## src/rtl/wb_arb_pkg.sv

```systemverilog
// Shared types and helpers for the Wishbone round-robin arbiter and its picker.
package wb_arb_pkg;

  localparam int MAX_MASTERS = 8;

  typedef enum logic {
    ST_IDLE = 1'b0,
    ST_BUSY = 1'b1
  } arb_state_e;

  // Index width that never collapses to zero bits.
  function automatic int clog2_min1(input int n);
    return (n <= 2) ? 1 : $clog2(n);
  endfunction

endpackage

```

## src/rtl/wb_rr_pick.sv

```systemverilog
// Combinational round-robin picker: first requester strictly after 'last', wrapping modulo N.
module wb_rr_pick #(
  parameter int N  = 2,
  parameter int IW = 1
) (
  input  logic [N-1:0]  req_i,
  input  logic [IW-1:0] last_i,
  output logic [IW-1:0] next_idx_o,
  output logic          valid_o
);

  // Scan from the farthest candidate down to the nearest so the nearest one wins.
  always_comb begin
    int cand;
    cand       = 0;
    valid_o    = 1'b0;
    next_idx_o = '0;
    for (int off = N; off >= 1; off--) begin
      cand = int'(last_i) + off;
      if (cand >= N) cand = cand - N;
      if (req_i[IW'(cand)]) begin
        valid_o    = 1'b1;
        next_idx_o = IW'(cand);
      end
    end
  end

endmodule

```

## src/rtl/wb_rr_arbiter.sv

```systemverilog
// Round-robin arbiter sharing one Wishbone slave among NUM_MASTERS masters, grant locked per cycle.
// Optional slave watchdog enabled by defining WB_ARB_TIMEOUT_EN.
module wb_rr_arbiter
  import wb_arb_pkg::*;
#(
  parameter int NUM_MASTERS    = 2,
  parameter int ADDR_WIDTH     = 16,
  parameter int DATA_WIDTH     = 16,
  parameter int TIMEOUT_CYCLES = 255
) (
  input  logic                              clk,
  input  logic                              reset,
  input  logic [NUM_MASTERS*ADDR_WIDTH-1:0] m_address,
  input  logic [NUM_MASTERS*DATA_WIDTH-1:0] m_writedata,
  input  logic [NUM_MASTERS-1:0]            m_write,
  input  logic [NUM_MASTERS-1:0]            m_strobe,
  input  logic [NUM_MASTERS-1:0]            m_cycle,
  output logic [DATA_WIDTH-1:0]             m_readdata,
  output logic [NUM_MASTERS-1:0]            m_ack,
  output logic [NUM_MASTERS-1:0]            m_grant,
  output logic [ADDR_WIDTH-1:0]             wbs_address,
  output logic [DATA_WIDTH-1:0]             wbs_writedata,
  output logic                              wbs_write,
  output logic                              wbs_strobe,
  output logic                              wbs_cycle,
  input  logic [DATA_WIDTH-1:0]             wbs_readdata,
  input  logic                              wbs_ack,
`ifdef WB_ARB_TIMEOUT_EN
  output logic                              timeout_err,
`endif
  output logic                              dbg_state_o
);

  localparam int IW = clog2_min1(NUM_MASTERS);

  arb_state_e    state_q, state_d;
  logic [IW-1:0] grant_idx_q, grant_idx_d;
  logic [IW-1:0] last_grant_q, last_grant_d;
  logic [IW-1:0] pick_idx;
  logic          pick_valid;
  logic          sel_cycle;
  logic          timeout_hit;

  wb_rr_pick #(
    .N  (NUM_MASTERS),
    .IW (IW)
  ) u_pick (
    .req_i      (m_cycle),
    .last_i     (last_grant_q),
    .next_idx_o (pick_idx),
    .valid_o    (pick_valid)
  );

  assign sel_cycle   = (state_q == ST_BUSY) && m_cycle[grant_idx_q];
  assign dbg_state_o = logic'(state_q);

`ifdef WB_ARB_TIMEOUT_EN
  localparam int CW = clog2_min1(TIMEOUT_CYCLES + 1);
  logic [CW-1:0] cnt_q, cnt_d;

  assign timeout_hit = wbs_strobe && !wbs_ack && (cnt_q == CW'(TIMEOUT_CYCLES - 1));
  assign timeout_err = timeout_hit;

  // Counter idles at zero outside BUSY, so every new grant starts a fresh window.
  always_comb begin
    cnt_d = cnt_q;
    if (state_q != ST_BUSY || wbs_ack || timeout_hit) begin
      cnt_d = '0;
    end else if (wbs_strobe) begin
      cnt_d = cnt_q + CW'(1);
    end
  end

  always_ff @(posedge clk or negedge reset) begin
    if (!reset) cnt_q <= '0;
    else        cnt_q <= cnt_d;
  end
`else
  assign timeout_hit = 1'b0;
`endif

  always_comb begin
    state_d       = state_q;
    grant_idx_d   = grant_idx_q;
    last_grant_d  = last_grant_q;
    m_grant       = '0;
    m_ack         = '0;
    m_readdata    = '0;
    wbs_cycle     = 1'b0;
    wbs_strobe    = 1'b0;
    wbs_write     = 1'b0;
    wbs_address   = '0;
    wbs_writedata = '0;
    case (state_q)
      ST_IDLE: begin
        if (pick_valid) begin
          grant_idx_d = pick_idx;
          state_d     = ST_BUSY;
        end
      end
      ST_BUSY: begin
        m_grant[grant_idx_q] = 1'b1;
        wbs_cycle  = sel_cycle;
        wbs_strobe = sel_cycle && m_strobe[grant_idx_q];
        wbs_write  = sel_cycle && m_write[grant_idx_q];
        if (sel_cycle) begin
          wbs_address   = m_address[int'(grant_idx_q)*ADDR_WIDTH +: ADDR_WIDTH];
          wbs_writedata = m_writedata[int'(grant_idx_q)*DATA_WIDTH +: DATA_WIDTH];
        end
        m_readdata           = wbs_readdata;
        // An ack without a live strobe belongs to no transfer and is dropped.
        m_ack[grant_idx_q]   = wbs_ack && wbs_strobe;
        if (timeout_hit) begin
          m_ack[grant_idx_q] = 1'b1;
          m_readdata         = '1;
        end
        if (!sel_cycle || timeout_hit) begin
          last_grant_d = grant_idx_q;
          state_d      = ST_IDLE;
        end
      end
      default: state_d = ST_IDLE;
    endcase
  end

  always_ff @(posedge clk or negedge reset) begin
    if (!reset) begin
      state_q      <= ST_IDLE;
      grant_idx_q  <= '0;
      last_grant_q <= IW'(NUM_MASTERS - 1);
    end else begin
      state_q      <= state_d;
      grant_idx_q  <= grant_idx_d;
      last_grant_q <= last_grant_d;
    end
  end

endmodule

```

## config.mk

```make
export PLATFORM = sky130hd
export DESIGN_NAME = wb_rr_arbiter
export DESIGN_NICKNAME = d
export VERILOG_FILES = /design/src/rtl/wb_arb_pkg.sv /design/src/rtl/wb_rr_pick.sv /design/src/rtl/wb_rr_arbiter.sv
export SDC_FILE = /design/constraint.sdc
export NUM_CORES = 1
export LEC_CHECK = 0
export BUFFER_PORTS_ARGS = -buffer_cell sky130_fd_sc_hd__buf_4
export CAP_MARGIN = 20
export CORE_MARGIN = 4
export CORE_UTILIZATION = 28
export DETAILED_ROUTE_END_ITERATION = 8
export PLACE_DENSITY = 0.85
export SYNTH_ARGS = -nofsm -noshare
export SYNTH_HDL_FRONTEND = slang
export SYNTH_SLANG_ARGS = --single-unit
```

## constraint.sdc

```tcl
create_clock -name clk -period 1.1 [get_ports clk]
set_clock_uncertainty 0.05 [all_clocks]
set_input_delay 0.165 -clock clk [delete_from_list [all_inputs] [get_ports clk]]
set_output_delay 0.165 -clock clk [all_outputs]
set_load 0.05 [all_outputs]
```

=== Word-level counts from Yosys, hierarchy flattened ===
Index checks and enable logic that the tools add are counted.

* Multipliers: 0
* Eq/ne operators: 0
* Order comparisons: 6
* Div/mod/pow operators: 0
* Muxes and demuxes: 31
* Reduce and logical (&&, ||, !) cells: 7
* Shift operators: 2
* Add/subtract/negate cells: 4
* Bitwise logic cells: 3

{| class="wikitable"
|+ Operators with widths
! cell !! count
|-
| $mux W16 || 5
|-
| $shiftx A32 B6 Y16 || 2
|-
| $mux W1 || 22
|-
| $lt A1 B3 Y1 const B || 2
|-
| $logic_and A1 B1 Y1 || 5
|-
| $mux W2 || 2
|-
| $reduce_and A2 Y1 || 2
|-
| $add A1 B2 Y3 const B || 1
|-
| $ge A3 B2 Y1 const B || 1
|-
| $add A1 B1 Y2 const B || 1
|-
| $and A2 B2 Y2 || 1
|-
| $ge A2 B2 Y1 const B || 1
|-
| $lt A1 B2 Y1 const B || 1
|-
| $not A1 Y1 || 2
|-
| $pmux W1 S2 || 1
|-
| $sub A1 B1 Y1 const B || 2
|-
| $demux W1 S1 || 1
|-
| $ge A1 B1 Y1 const B || 1
|}

* Register bits: 3
* ROM bits: 0
* Memories: 0
* Bits in latches: 0
* Bits in writable memories: 0

=== Depth between registers and ports, before layout ===
Gate-level depths: netlist of run 1.

* Depth in word-level cells: 10
* Mapped depth: 5
* Depth with buffers taken out: 3

=== Cells and area by module ===
Synthesis of run 1 repeated with hierarchy kept, for this count alone.

* Cells, all modules: 193
* Area total of the unflattened synthesis: 1106.1 um^2

{| class="wikitable"
|+ Modules (own cells, without submodules)
! module !! sequential area each (um^2) !! times used !! cells each !! area each (um^2)
|-
| wb_rr_arbiter || 76.3 || 1 || 191 || 1084.8
|-
| wb_rr_pick || 0.0 || 1 || 2 || 21.3
|}

=== Worst setup path before layout of run 1 ===
Ideal clock, no wire load.

* Path kind: register to output
* From: reg state_q (netlist: dbg_state_o)
* To: out m_ack[0]
* Buffers on the path: 0
* Data arrival time: 2.038 ns
* Setup slack: -1.153 ns
* Stages on the path, launching flop included: 3
* Cell sequence: dfrtp_1 nor2b_1 and4_1

* Cells in the longest elaborated chain, start to end: 5

{| class="wikitable"
|+ RTL lines
! element !! line !! RTL
|-
| from (decl) || wb_rr_arbiter.sv:36 || <nowiki>arb_state_e state_q, state_d;</nowiki>
|-
| from (signal assigned) || wb_rr_arbiter.sv:132 || <nowiki>state_q <= state_d;</nowiki>
|-
| $logic_and A1 B1 Y1 || wb_rr_arbiter.sv:54 || <nowiki>assign sel_cycle = (state_q == ST_BUSY) && m_cycle[grant_idx_q];</nowiki>
|-
| $logic_and A1 B1 Y1 || wb_rr_arbiter.sv:104 || <nowiki>wbs_strobe = sel_cycle && m_strobe[grant_idx_q];</nowiki>
|-
| $logic_and A1 B1 Y1 || wb_rr_arbiter.sv:112 || <nowiki>m_ack[grant_idx_q] = wbs_ack && wbs_strobe;</nowiki>
|-
| $and A2 B2 Y2 (no source line) || n/a ||
|-
| $mux W2 * || wb_rr_arbiter.sv:94 || <nowiki>case (state_q)</nowiki>
|-
| to (decl) || wb_rr_arbiter.sv:19 || <nowiki>output logic [NUM_MASTERS-1:0] m_ack,</nowiki>
|}

Mark *: on every way between the ends. The rest lies on a longest branch, timed or not.

=== Worst setup path in the final report of run 1 ===
* From: reg grant_idx_q
* To: out wbs_strobe

* Cells in the longest elaborated chain, start to end: 5
* Elaborated cells between the ends (all ways): 7
* Classes of those cells: 5 x mux; 2 x reduce/logical

{| class="wikitable"
|+ RTL lines
! element !! line !! RTL
|-
| from (decl) || wb_rr_arbiter.sv:37 || <nowiki>logic [IW-1:0] grant_idx_q, grant_idx_d;</nowiki>
|-
| from (signal assigned) || wb_rr_arbiter.sv:133 || <nowiki>grant_idx_q <= grant_idx_d;</nowiki>
|-
| $mux W1 (not written as such) (2 in a row) || wb_rr_arbiter.sv:54 ||
|-
| $logic_and A1 B1 Y1 || wb_rr_arbiter.sv:54 ||
|-
| $logic_and A1 B1 Y1 * || wb_rr_arbiter.sv:104 ||
|-
| $mux W1 * || wb_rr_arbiter.sv:94 ||
|-
| to (decl) || wb_rr_arbiter.sv:24 || <nowiki>output logic wbs_strobe,</nowiki>
|}

Mark *: on every way between the ends. The rest lies on a longest branch, timed or not. The select of a mux whose other input is x is not followed.

==> results of run 1 <==
[flip-flops by register name, indices dropped and copies added, names as in the netlist]
name,count
last_grant_q,1
grant_idx_q,1
dbg_state_o,1
[cell usage after synthesis (all sizes together)]
library cell	n	share of area, %
buf	13	7.0
nand2b	2	1.2
nand3	31	15
dfrtp	2	4.8
nor2b	6	3.6
nor2	2	0.72
o21a	1	0.72
inv	2	0.72
clkbuf	8	2.9
a21oi	2	0.96
nand2	33	12
dfstp	1	2.5
and2	47	28
a32oi	4	3.4
o21ai	32	15
and4	1	0.84
[logic make-up after synthesis]
group / count (synthesis) / synth area share [%]
buf+inv: 23 / 10.60
flops: 3 / 7.350
compound gates: 39 / 20.48
simple gates: 122 / 61.57
[through the flow]
step	utilization [%]	hold WS [ns]	TNS, ns
after floorplan	-	-0.1806	-16.60
after global routing	92.03	0.2295	-27.98
after CTS	87.16	0.2328	-22.93
after global placement	69.52	-0.09350	-9.520
final	92.03	0.2117	-26.20
after detailed placement	69.52	-0.09226	-10.27
[path summary, 6_finish.rpt]
| kind | start | to | slack [ns] | cells after the start |
|---|---|---|---|---|
| worst max-delay path | grant_idx_q | wbs_strobe | -0.59 | 4 |
| worst min-delay path | reset | grant_idx_q | 0.21 | 2 |
| worst max register to register | dbg_state_o | grant_idx_q | -0.08 | 5 |
| worst min register to register | last_grant_q | last_grant_q | 0.50 | 2 |
| max in group asynchronous | reset | last_grant_q | 0.60 | 2 |
| min in group clk | m_cycle[0] | dbg_state_o | 0.31 | 4 |
[repair_timing]
item	4_1_cts	5_1_grt
pin swaps	3	4
hold endpoints to repair	3	0
setup endpoints to repair	58	59
gates resized for setup	107	44
buffers inserted	7	3
cloned	4	1
hold buffers	1	0
[area by class of cell]
type | instances | area (um2) | area share, %
sequential | 3 | 78.83 | 2.470
tap | 46 | 57.56 | 1.803
inverter | 2 | 11.26 | 0.3528
timing repair buffer | 171 | 1861 | 58.29
multi-input combinational | 161 | 1139 | 35.67
clock buffer | 4 | 45.04 | 1.411
[power groups by stage]
stage               registers (W)  logic, W  clock network [W]
floorplan                0.000277   0.00313                  0
global placement         0.000252   0.00436                  0
detailed placement       0.000255   0.00442                  0
CTS                      0.000253   0.00571           0.000323
global route             0.000274   0.00650           0.000346
finish                   0.000267   0.00630           0.000327
[metal layers]
| layer | global-route usage (%) | vias up |
|---|---|---|
| met3 | 5.511 | 30 |
| met1 | 28.39 | 1016 |
| met5 | 0 | - |
| met2 | 57.50 | 168 |
| li1 | - | 933 |
| met4 | 8.029 | 0 |
==> impl_metrics.csv, run 1 <==
group,metric,value,unit
placed_design,dpl_worst_slack,-0.2923,ns
timing,min_period,1.694,ns
power,power_switching,0.003544,W
setup_path,cpPeakStageDelay,0.44,ns
outcome,violations,"negative setup slack",
route,vias,2147,
outcome,outcome,"finished, violations left",
timing,fin_crit_sh,154.0,%
layout,fillers,135,
global_route,grt-ovfl-total,0,
setup_path,path_cells,"buf_12, o21ai_1, and2_4, buf_8",
placed_design,placed_area,2411,um2
clock_network,insertion_delay,0.22,ns
setup_path,critical-path-slowest-cell,"dfrtp_2",
hold_path,hold_class,"in2async",
clock_network,numCtsBuffers,3,
floorplanning,io_pins,145,
setup_path,endpoint_kind,"primary output",
power,p_int,0.003349,W
setup_path,critPathArrivalTime,1.48,ns
power,clkPwrFrac,4.7,%
clock_network,clkTransAtPathRegs,0.03,ns
global_route,grt_pass1_wl,9901,um
floorplanning,die_w,68.90,um
floorplanning,die_area,4747,um2
timing,rsz0062_at_grt,"yes",
route,drt_iter0_drc,232,
power,power_density,2160,nW/um2
power,seqPwrFrac,3.9,%
layout,mostFrequentLayoutCell,"buf_4",
timing,slew_headroom,82.89,%
power,power.total,0.006893,W
layout,n_antenna_cell,0,
power,comb_power_share,91.4,%
floorplanning,initial_core_util,29.94,%
floorplanning,rows,21,
global_route,grt_pass1_vias,2086,
route,firstDrtPassIters,5,
yosys,yosys_register_bits,3,
setup_path,crit_path_start_kind,"flop",
route,routed.top_layer,"met4",
timing,hold_viol_final,0,
layout,drive_gt1_share,73.31,%
yosys,postSynthCellCount,187,
clock_network,htreeDepth,1,
power,p_leak,1.540,nW
yosys,yosysSeqAreaShare,7.349,%
route,wl_per_cell,21.95,um
yosys,syn_area,1038,um2
yosys,yosysUniqueCellTypes,18,
global_route,grt_start_max_net_pins,36,
setup_path,cp_max_fo,34,
yosys,syn_nets,276,
timing,slew_viol_final,0,
layout,final_cell_mix,"96 x buf_4, 47 x and2_4, 39 x buf_8, 31 x nand2_1, 25 x nand3_1",
clock_network,cts_tree,"built",
clock_network,cts-root-buf,"clkbuf_8",
timing,setup_viol,59,
clock_network,cts_sinks,3,
setup_path,cp.buffers_inverters,2,
placed_design,dpl.cell_count,369,
clock_network,clockBufferDepth,2,
setup_path,worstSetupPathType,"reg2out",
setup_path,path_delay_family,"flip-flops",
route,post-route-drc-count,0,
global_route,gr-usage-all-layers,28.29,%
timing,fmax,0.5904,GHz
job,drv_cap,0,
power,p_sw_share,51.42,%
layout,layoutNonFillerInstCount,387,
setup_path,required,0.88,ns
power,vdd_drop_max,0.001484,V
layout,syn2layout_area_growth,207.3,%
placed_design,port_buffers,144,
route,wl_met2,4635,um
yosys,synth.avg_cell_area,5.553,um2
placed_design,gp_congestion,0.8133,
floorplanning,die_h,68.90,um
layout,postLayoutCellArea,3192,um2
route,met3WireLength,855,um
route,vias_per_cell,5.548,
floorplanning,core-area,3468,um2
route,wl_met1,2721,um
route,ant_nets,0,
placed_design,dp_hpwl,4246,um
timing,setup_slack,-0.5938,ns
route,routed_wl,8495,um
yosys,synth_warnings,0,
timing,worst_pin_slew,0.2550,ns
layout,fin_nets,431,
global_route,grt_antenna_before_repair,0,
(Power assumes the default switching activity.)
==> inputs of run 2 (changes only) <==
--- a/config.mk
+++ b/config.mk
@@ -10,7 +10,8 @@
 export CORE_MARGIN = 4
 export CORE_UTILIZATION = 28
 export DETAILED_ROUTE_END_ITERATION = 8
-export PLACE_DENSITY = 0.85
+export PLACE_DENSITY_LB_ADDON = 0.15
+export RECOVER_POWER = 25
 export SYNTH_ARGS = -nofsm -noshare
 export SYNTH_HDL_FRONTEND = slang
 export SYNTH_SLANG_ARGS = --single-unit
==> impl_metrics.csv, run 2 (synthesis results as in run 1) <==
group,metric,value,unit
clock_network,htreeDepth,1,
setup_path,rr_endpoint,"dbg_state_o",
route,post-route-drc-count,0,
power,power_density,2096,nW/um2
global_route,grt_pass1_vias,1858,
timing,setup_slack,-0.5451,ns
outcome,outcome,"finished, violations left",
power,vdd_drop_max,0.001682,V
job,drv_cap,0,
timing,fin_crit_sh,149.6,%
floorplanning,die_h,68.90,um
setup_path,timing.rr.start,"grant_idx_q",
clock_network,cts_tree,"built",
floorplanning,io_pins,145,
layout,final_cell_mix,"94 x buf_4, 47 x and2_4, 37 x buf_8, 32 x nand2_1, 31 x buf_6",
setup_path,endpoint_kind,"primary output",
outcome,violations,"negative setup slack",
clock_network,numCtsBuffers,3,
clock_network,clkTransAtPathRegs,0.03,ns
timing,setup_viol,57,
power,p_int,0.003143,W
clock_network,clockBufferDepth,2,
setup_path,crit_path_start,"grant_idx_q",
layout,mostFrequentLayoutCell,"buf_4",
timing,hold_viol_final,0,
layout,syn2layout_area_growth,193.9,%
layout,register_area,78.83,um2
power,p_leak,1.490,nW
power,seqPwrFrac,4.2,%
setup_path,crit_path_start_kind,"flop",
layout,n_antenna_cell,0,
layout,fin_nets,430,
power,p_sw_share,50.86,%
route,firstDrtPassIters,4,
route,routed_wl,6341,um
clock_network,insertion_delay,0.22,ns
route,vias_per_cell,5.018,
placed_design,gp_congestion,0.7389,
setup_path,reg2regPathDepth,5,
setup_path,critPathArrivalTime,1.43,ns
layout,multi_input_area,1095,um2
global_route,grt_antenna_before_repair,0,
route,drt_iter0_drc,87,
power,power.total,0.006395,W
timing,rsz0062_at_grt,"yes",
layout,fillers,180,
floorplanning,rows,21,
timing,fmax,0.6079,GHz
clock_network,cts_sinks,3,
power,clkPwrFrac,5.1,%
floorplanning,die_w,68.90,um
timing,worst_pin_slew,0.2328,ns
route,vias,1937,
floorplanning,core-area,3468,um2
floorplanning,initial_core_util,29.94,%
timing,slew_viol_final,0,
clock_network,cts-root-buf,"clkbuf_8",
global_route,grt_pass1_wl,8473,um
hold_path,hold_class,"in2async",
timing,slew_headroom,84.48,%
floorplanning,die_area,4747,um2
setup_path,worstSetupPathType,"reg2out",
setup_path,required,0.88,ns
route,wl_per_cell,16.43,um
setup_path,reg2reg_setup_slack,-0.08,ns
placed_design,port_buffers,144,
placed_design,dp_hpwl,4059,um
route,ant_nets,0,
timing,setup_tns,-23.80,ns
global_route,gr-usage-all-layers,23.84,%
timing,min_period,1.645,ns
power,power_switching,0.003252,W
layout,drive_gt1_share,70.29,%
setup_path,cp_max_fo,6,
power,comb_power_share,90.6,%
global_route,grt-ovfl-total,0,
global_route,grt_start_max_net_pins,32,
==> run 2: changes by cell type in the layout (fill, tap and decap cells not counted), moves of 4 or more <==
cell and change:
o21ai_1 +7, o21ai_0 -5, nand3_2 -4, buf_12 -6
nand3_1 +4, buf_6 +10
==> run 2: worst max-delay path by stage <==
stage                                   end  slack [ns]  cells after the start
after floorplan                    m_ack[0]       -0.40                      2
after global placement      wbs_address[10]       -0.27                      4
after detailed placement   wbs_writedata[2]       -0.31                      4
after CTS                          m_ack[0]       -0.46                      4
after global routing        wbs_address[10]       -0.60                      5
final                     wbs_writedata[14]       -0.55                      5
==> run 2: area by class of cell <==
class                      instances  share of cell area [%]
timing repair buffer             170                   57.81
sequential                         3                   2.583
clock buffer                       4                   1.476
multi-input combinational        161                   35.88
tap                               46                   1.886
inverter                           2                  0.3690
==> run 2: power by group through the flow <==
stage          registers (W)  logic (W)  clock network (W)
2_1_floorplan       0.000277    0.00313                  0
3_3_place_gp        0.000262    0.00440                  0
3_5_place_dp        0.000265    0.00443                  0
4_1_cts             0.000257    0.00554           0.000330
5_1_grt             0.000280    0.00605           0.000344
6_report            0.000270    0.00580           0.000329
==> run 2: per-stage QoR <==
stage | hold WS (ns) | util, % | cell area, um2 | cells | setup slack (ns)
6_report | 0.2606 | 87.99 | 3052 | 386 | -0.5451
5_1_grt | 0.2835 | 87.99 | 3052 | 386 | -0.6047
4_1_cts | 0.2273 | 85.97 | 2982 | 383 | -0.4589
3_5_place_dp | -0.09279 | 69.81 | 2421 | 372 | -0.3095
3_3_place_gp | -0.09413 | 69.81 | 2421 | 372 | -0.2734
2_1_floorplan | -0.1806 | - | 1225 | 187 | -0.3965
==> run 2: worst max-delay path, stage by stage (launching register included) <==
cell,delay (ns)
dfrtp_2,0.46
nor2b_1,0.16
buf_4,0.18
a32oi_2,0.08
nor2b_4,0.15
buf_6,0.17
==> run 2: metal layers <==
layer / global-route usage [%] / vias to the layer above / wire length, um
met2: 47.86 / 106 / 3512
met5: 0 / - / 0
met1: 21.86 / 883 / 1953
met4: 10.71 / 0 / 178
met3: 6.321 / 17 / 697
li1: - / 931 / -
==> run 2: timing repair <==
item,4_1_cts,5_1_grt
setup buffers,4,5
endpoints found under the hold margin,3,0
resized for setup,123,21
pin swaps,4,1
gates cloned,3,0
endpoints found under the setup margin,58,58
hold buffers,1,0
==> inputs of run 3 (changes only) <==
--- a/config.mk
+++ b/config.mk
@@ -7,11 +7,11 @@
 export LEC_CHECK = 0
 export BUFFER_PORTS_ARGS = -buffer_cell sky130_fd_sc_hd__buf_4
 export CAP_MARGIN = 20
-export CORE_MARGIN = 4
 export CORE_UTILIZATION = 28
 export DETAILED_ROUTE_END_ITERATION = 8
 export PLACE_DENSITY_LB_ADDON = 0.15
 export RECOVER_POWER = 25
+export SLEW_MARGIN = 20
 export SYNTH_ARGS = -nofsm -noshare
 export SYNTH_HDL_FRONTEND = slang
 export SYNTH_SLANG_ARGS = --single-unit
==> impl_metrics.csv, run 3 (synthesis results as in run 1) <==
group,metric,value,unit
layout,mostFrequentLayoutCell,"buf_4",
clock_network,clockBufferDepth,2,
layout,final_cell_mix,"99 x buf_4, 46 x and2_4, 46 x buf_8, 32 x nand2_1, 27 x nand3_1",
route,post-route-drc-count,0,
timing,worst_pin_slew,0.2494,ns
timing,min_period,1.669,ns
outcome,violations,"negative setup slack",
hold_path,hold_class,"in2async",
route,vias,2103,
timing,fmax,0.5993,GHz
layout,n_antenna_cell,0,
setup_path,rr_endpoint,"dbg_state_o",
job,drv_cap,0,
power,vdd_drop_max,0.001809,V
outcome,outcome,"finished, violations left",
layout,fin_nets,432,
setup_path,critPathArrivalTime,1.45,ns
layout,syn2layout_area_growth,206.7,%
floorplanning,die_w,62.90,um
route,wl_per_cell,19.31,um
timing,hold_viol_final,0,
placed_design,port_buffers,144,
timing,slew_viol_final,0,
route,routed_wl,7494,um
timing,fin_crit_sh,151.7,%
route,ant_nets,0,
clock_network,htreeDepth,1,
setup_path,timing.rr.start,"dbg_state_o",
power,p_leak,1.534,nW
route,firstDrtPassIters,5,
layout,drive_gt1_share,71.05,%
floorplanning,die_h,62.90,um
timing,setup_slack,-0.5687,ns
placed_design,dpl_worst_slack,-0.2788,ns
clock_network,cts_sinks,3,
timing,slew_headroom,83.20,%
floorplanning,rows,21,
clock_network,clkTransAtPathRegs,0.03,ns
floorplanning,initial_core_util,30.17,%
global_route,grt-ovfl-total,0,
setup_path,reg2reg_setup_slack,-0.25,ns
clock_network,insertion_delay,0.21,ns
global_route,grt_pass1_wl,8907,um
global_route,grt_antenna_before_repair,0,
power,power_density,2128,nW/um2
setup_path,endpoint_kind,"primary output",
placed_design,dp_hpwl,3426,um
clock_network,cts_tree,"built",
setup_path,crit_path_start_kind,"flop",
global_route,grt_start_max_net_pins,35,
timing,rsz0062_at_grt,"yes",
setup_path,required,0.88,ns
timing,setup_viol,59,
global_route,grt_pass1_vias,1854,
floorplanning,core-area,3442,um2
floorplanning,die_area,3956,um2
floorplanning,io_pins,145,
clock_network,cts-root-buf,"clkbuf_8",
route,drt_iter0_drc,173,
placed_design,gp_congestion,0.7235,
setup_path,worstSetupPathType,"reg2out",
clock_network,numCtsBuffers,3,
route,vias_per_cell,5.420,
global_route,gr-usage-all-layers,27.71,%
setup_path,reg2regPathDepth,6,
setup_path,cp_max_fo,34,
timing,setup_tns,-25.75,ns
[run 3: cell types whose count changed in the layout (fill, tap and decap cells not counted), sizes merged]
cell and change:
clkbuf +2
[run 3: stage by stage]
stage          total power [W]  hold WS [ns]  instance area, um2  std cells  utilization, %
2_1_floorplan         0.003407       -0.1806                1225        187               -
3_3_place_gp          0.004631      -0.09104                2426        371           70.48
3_5_place_dp          0.004663      -0.09178                2426        371           70.48
4_1_cts               0.006162        0.2245                3018        383           87.68
5_1_grt               0.006991        0.2686                3186        388           92.55
6_report              0.006779        0.2489                3186        388           92.55
[run 3: routing by layer]
| layer | up-vias | track usage (%) | wire length [um] |
|---|---|---|---|
| li1 | 930 | - | - |
| met1 | 1014 | 31.34 | 2723 |
| met2 | 142 | 52.69 | 4046 |
| met3 | 17 | 5.474 | 566 |
| met4 | 0 | 5.233 | 158 |
| met5 | - | 0 | 0 |
[run 3: layout make-up]
class	count	area [um2]
Inverter	2	11.26
Sequential cell	3	78.83
Tap cell	46	57.56
Multi-Input combinational cell	161	1112
Timing Repair Buffer	172	1881
Clock buffer	4	45.04
Fill cell	124	256.5
[run 3: worst max-delay path, cell delays in order (launching register included)]
cell and delay (ns):
dfrtp_2 0.45, buf_12 0.19, o21ai_0 0.25, and2_4 0.20, buf_8 0.14
[run 3: power breakdown]
part,internal (W),switching (W)
combinational,0.00292,0.00324
clock,0.000247,0.0000744
sequential,0.000182,0.000119
[run 3: worst max path at each step]
| stage | start | to | slack [ns] |
|---|---|---|---|
| final | grant_idx_q | wbs_writedata[1] | -0.57 |
| after global routing | grant_idx_q | wbs_writedata[8] | -0.63 |
| after CTS | grant_idx_q | m_ack[0] | -0.46 |
| after detailed placement | grant_idx_q | wbs_address[15] | -0.28 |
| after global placement | grant_idx_q | wbs_address[1] | -0.26 |
| after floorplan | dbg_state_o | m_ack[0] | -0.40 |
[run 3: repair_timing]
action	CTS	global route
setup endpoints to repair	57	59
hold buffers	1	0
pin swaps	11	3
resized for setup	122	22
gates cloned	3	3
buffers inserted	4	2
hold endpoints to repair	3	0
